**src/rtl/mem_arb_pkg.sv**
```systemverilog
// Shared types and constants for the unified IF/MEM memory arbiter.
package mem_arb_pkg;

   localparam int XLEN_DEF = 32;
   localparam int BE_W_DEF = XLEN_DEF / 8;

   // One memory transaction is in flight in every state except IDLE.
   typedef enum logic [1:0] {
      IDLE  = 2'd0,
      FETCH = 2'd1,
      DATA  = 2'd2,
      DROP  = 2'd3
   } arb_state_t;

endpackage

```
**src/rtl/unified_mem_arbiter.sv**
```systemverilog
// Arbitrates a single-port unified memory between instruction fetch (IF)
// and data access (MEM). Data requests win by default because the MEM-stage
// instruction is older. A taken branch (flush) cancels an outstanding fetch;
// the memory still completes it but the response is swallowed in DROP.
// Optional macro ARB_FAIR_EN: after MAX_D_BURST consecutive data grants made
// while a fetch waits, the next arbitration with both pending goes to the fetch.
module unified_mem_arbiter
   import mem_arb_pkg::*;
#(
   parameter int XLEN        = XLEN_DEF,
   parameter int MAX_D_BURST = 4
) (
   input  logic              clk,
   input  logic              rst_n,
   input  logic              if_req,
   input  logic [XLEN-1:0]   if_addr,
   output logic              if_valid,
   output logic [XLEN-1:0]   if_rdata,
   input  logic              d_req,
   input  logic              d_we,
   input  logic [XLEN/8-1:0] d_be,
   input  logic [XLEN-1:0]   d_addr,
   input  logic [XLEN-1:0]   d_wdata,
   output logic              d_valid,
   output logic [XLEN-1:0]   d_rdata,
   input  logic              flush,
   output logic              mem_req,
   output logic              mem_we,
   output logic [XLEN/8-1:0] mem_be,
   output logic [XLEN-1:0]   mem_addr,
   output logic [XLEN-1:0]   mem_wdata,
   input  logic              mem_ready,
   input  logic [XLEN-1:0]   mem_rdata,
   output logic              stall_if,
   output logic              stall_mem
);

   arb_state_t state;
   logic       fetch_turn;
   logic       grant_fetch;
   logic       grant_data;

`ifdef ARB_FAIR_EN
   localparam int CNT_W = $clog2(MAX_D_BURST + 1);

   logic [CNT_W-1:0] burst_cnt;

   assign fetch_turn = (burst_cnt == CNT_W'(MAX_D_BURST));

   // Count data grants that overtook a waiting fetch; saturates at MAX_D_BURST.
   always_ff @(posedge clk or negedge rst_n) begin
      if (!rst_n) begin
         burst_cnt <= '0;
      end else if (state == IDLE) begin
         if (grant_fetch || !if_req) begin
            burst_cnt <= '0;
         end else if (grant_data && !fetch_turn) begin
            burst_cnt <= burst_cnt + 1'b1;
         end
      end
   end
`else
   logic unused_burst_cfg;

   assign fetch_turn       = 1'b0;
   assign unused_burst_cfg = ^MAX_D_BURST;
`endif

   // A flushed fetch is never granted; data wins unless the fairness turn is up.
   assign grant_fetch = if_req && !flush && (!d_req || fetch_turn);
   assign grant_data  = d_req && !grant_fetch;

   // Transaction sequencer; memory attributes are latched at grant and held until mem_ready.
   always_ff @(posedge clk or negedge rst_n) begin
      if (!rst_n) begin
         state     <= IDLE;
         mem_req   <= 1'b0;
         mem_we    <= 1'b0;
         mem_be    <= '0;
         mem_addr  <= '0;
         mem_wdata <= '0;
      end else begin
         case (state)
            IDLE: begin
               if (grant_fetch) begin
                  state     <= FETCH;
                  mem_req   <= 1'b1;
                  mem_we    <= 1'b0;
                  mem_be    <= '1;
                  mem_addr  <= if_addr;
                  mem_wdata <= '0;
               end else if (grant_data) begin
                  state     <= DATA;
                  mem_req   <= 1'b1;
                  mem_we    <= d_we;
                  mem_be    <= d_be;
                  mem_addr  <= d_addr;
                  mem_wdata <= d_wdata;
               end
            end
            FETCH: begin
               if (mem_ready) begin
                  state   <= IDLE;
                  mem_req <= 1'b0;
               end else if (flush) begin
                  state <= DROP;
               end
            end
            DATA, DROP: begin
               if (mem_ready) begin
                  state   <= IDLE;
                  mem_req <= 1'b0;
               end
            end
            default: begin
               state   <= IDLE;
               mem_req <= 1'b0;
            end
         endcase
      end
   end

   // Completion pulses are combinational so the requester sees data in the ready cycle.
   assign if_valid  = (state == FETCH) && mem_ready && !flush;
   assign d_valid   = (state == DATA) && mem_ready;
   assign if_rdata  = mem_rdata;
   assign d_rdata   = mem_rdata;
   assign stall_if  = if_req && !if_valid;
   assign stall_mem = d_req && !d_valid;

endmodule

```
**config.mk**
```make
export PLATFORM = sky130hd
export DESIGN_NAME = unified_mem_arbiter
export DESIGN_NICKNAME = d
export VERILOG_FILES = /design/src/rtl/mem_arb_pkg.sv /design/src/rtl/unified_mem_arbiter.sv
export SDC_FILE = /design/constraint.sdc
export NUM_CORES = 1
export LEC_CHECK = 0
export ABC_CLOCK_PERIOD_IN_PS = 1950
export CAP_MARGIN = 40
export CORE_UTILIZATION = 29
export CTS_CLUSTER_DIAMETER = 50
export CTS_CLUSTER_SIZE = 16
export DETAILED_ROUTE_END_ITERATION = 8
export PLACE_DENSITY = 0.71
export SYNTH_ARGS = -nofsm -noshare
export SYNTH_HDL_FRONTEND = slang
export SYNTH_SLANG_ARGS = --single-unit
```
**constraint.sdc**
```tcl
create_clock -name clk -period 1.95 [get_ports clk]
set_input_delay 0.585 -clock clk [delete_from_list [all_inputs] [get_ports clk]]
set_output_delay 0.585 -clock clk [all_outputs]
set_load 0.01 [all_outputs]
```
==> run summary <==
TritonCTS clock tree: built
main combinational cell family by area after synthesis: compound AO/OA/AOI/OAI gates
detailed placement HPWL: 7760 um
commonest cells after routing, fill and taps aside: 172 x clkdlybuf4s50_1, 72 x dfrtp_1, 33 x a22o_1
maximum frequency from static timing analysis: 526 MHz
xor-xnor portion of the synthesized cell area: 0%
run status: finished clean
startpoint-to-endpoint class of the critical path: in2out
cell count after placement: 567
final period demand of the worst path: 1900 ps
Antenna Diode Count: 0
synthesis-to-layout area growth: 53.3%
Port Buffers: 180
total length of routed wires: 10900 um
Post-Place Worst Slack: -630 ps
final routed DRC violation total: 0
most common cell after layout, fill and taps aside: clkdlybuf4s50_1
LEAKAGE: 2.26 nW
number of standard cells after synthesis: 312
synth unique cells: 23
wire length per cell after detailed routing: 18.7 um
hold slack: 199 ps
post-synthesis register bit count: 72
max-capacitance violation count: 0
Tcrit/Tclk final: 97.4%
Setup WS post-layout: 50.5 ps
post-CTS repair timing setup buffer count: 0
transition time of the tightest slew-check pin: 452 ps
via count of the first global-routing pass: 3127
die outline width: 113 um
net count after synthesis: 451
hold_buf cts: 0
post-layout utilization of the core: 45.8%
number of levels the H-tree was split into: 3
antenna violation net count after detailed routing: 0
Crit path required time: 1360 ps
largest voltage drop on the vdd net: 0.656 mV
top cell type's share of synthesized area: 50.2%
Final Setup Violations: 0
CTS buffer count: 9
clk slew on worst S/H paths: 60 ps
sum of internal, switching and leakage power: 0.00705 W
worst hold path class: in2async
placer congestion estimate: 0.753
first-pass iteration count of the detailed router: 6
via count: 2957
pins over their slew limit: 0
category of the worst setup path launch point: input pin
Clock Skews: 4.45 ps
Synth Warn #: 0
Post-Synthesis Mean Instance Area: 11.5 um2
Post-Synth Adder-Cell Area: 0%
Core Region: 12000 um2
total of fill cells in the finished design: 1123
DR iter-0 viols: 186
clock latency on the worst-skew pair: 320 ps
fraction of the mapped netlist area in simple logic gates: 5.48%
maximum number of pins on one net before global-route repair: 42
y dimension of the die: 113 um
final number of hold-violating endpoints: 0
Longest Clk Path Bufs: 2
post-DR vias/cell: 5.07
GRT Resource Usage Total: 16.9%
type of element capturing the critical path: output pin
Max-Slew Margin vs Limit: 69.9%
share of post-route cells with drive strength above 1: 10.1%
count of standard-cell rows: 40
main area contributors after synthesis: dfrtp_1 50%, buf_4 13%, o221a_1 9.1%
maximum fanout along the worst path: 2
cell taking the most area after synthesis: dfrtp_1
combined area of all synthesized cells: 3590 um2
synthesized-area fraction occupied by ao, oa, aoi and oai cells: 27.8%
register area share after synthesis: 50.2%
library cell used as clock root buffer: clkbuf_16
unrepaired setup endpoints after global routing: no
share of cell area taken by muxes after synthesis: 0%
total global routing overflow: 0
power density over the cells: 1280 nW/um2
initial core utilization: 29.9%
initial antenna violation count: 0
Clock Sink Count: 72
arrival time reported for the critical path endpoint: 1310 ps
NumNets Final: 570
Finished Layout Cells: 583
ports placed on the boundary: 277
floorplan die area: 12800 um2
global-route wire length before repair: 16800 um
==> sequential cells by signal, indices dropped and copies added (netlist names) <==
name       cells
mem_addr      32
mem_be         4
mem_req        1
mem_wdata     32
mem_we         1
state          2
==> layer usage <==
| metal | routed length [um] | part of all wire [%] | global-route usage (%) | up-vias |
|---|---|---|---|---|
| met2 | 5330 | 49 | 28.1 | 130 |
| met4 | 250 | 2.3 | 7.19 | 0 |
| li1 | - | - | - | 1344 |
| met3 | 779 | 7.1 | 4.93 | 30 |
| met1 | 4560 | 42 | 20.3 | 1453 |
| met5 | 0 | 0 | 0 | - |
==> report_power, final <==
| part | leakage, nW | internal (W) | switching, W |
|---|---|---|---|
| sequential | 0.860 | 0.00201 | 0.000383 |
| combinational | 1.24 | 0.00181 | 0.00107 |
| clock | 0.159 | 0.00112 | 0.000645 |
| total | 2.26 | 0.00495 | 0.00210 |
==> area by class of cell <==
cell class	instances	area (um2)	area share, %
clock buffer	9	225	4.10
clock inverter	7	96.3	1.75
inverter	1	3.75	0.0683
multi-input combinational	152	1210	22.0
sequential	72	1800	32.8
tap	147	184	3.35
timing repair buffer	195	1980	36.0
==> per-stage QoR <==
stage / setup TNS, ps / instance area [um2]
after floorplan: 0 / 3590
after global placement: -19260 / 5190
after detailed placement: -20520 / 5190
after CTS: 0 / 5490
after global routing: 0 / 5500
final: 0 / 5500
==> path summary, 6_finish.rpt <==
| path | startpoint | endpoint | slack, ps | cells after the start |
|---|---|---|---|---|
| min reg2reg | mem_req$_DFFE_PN0P_ | mem_req$_DFFE_PN0P_ | 490 | 2 |
| max reg2reg | state[0]$_DFFE_PN0P_ | mem_addr[1]$_DFFE_PN0P_ | 400 | 5 |
| min | rst_n | mem_addr[14]$_DFFE_PN0P_ | 200 | 1 |
| max | if_req | stall_if | 50 | 3 |
| max in group asynchronous | rst_n | mem_addr[20]$_DFFE_PN0P_ | 1160 | 2 |
| min in group clk | mem_req$_DFFE_PN0P_ | mem_req$_DFFE_PN0P_ | 490 | 2 |
==> cells in the mapped netlist, drive strengths merged <==
library cell and number:
inv 1, a22o 33, nor2 33, and2 1, o21a 1, a21oi 1
o221a 32, nand2b 1, o21ai 4, nor2b 3, clkbuf 6, nand3b 1
o22a 4, buf 81, a2bb2oi 32, and3 1, nor3 1, dfrtp 72
nand2 4
==> logic make-up after synthesis <==
family / Yosys count
compound gates: 107
buf+inv: 88
flops: 72
simple gates: 45
==> worst max-delay path, cell delays in order <==
cell,delay (ps)
clkdlybuf4s50_1,480
nor2b_1,120
buf_2,130
==> what timing repair did <==
item	CTS	global route
gates resized for setup	18	4
endpoints found under the setup margin	4	3
pin swaps	1	0
(Power assumes the default switching activity.)
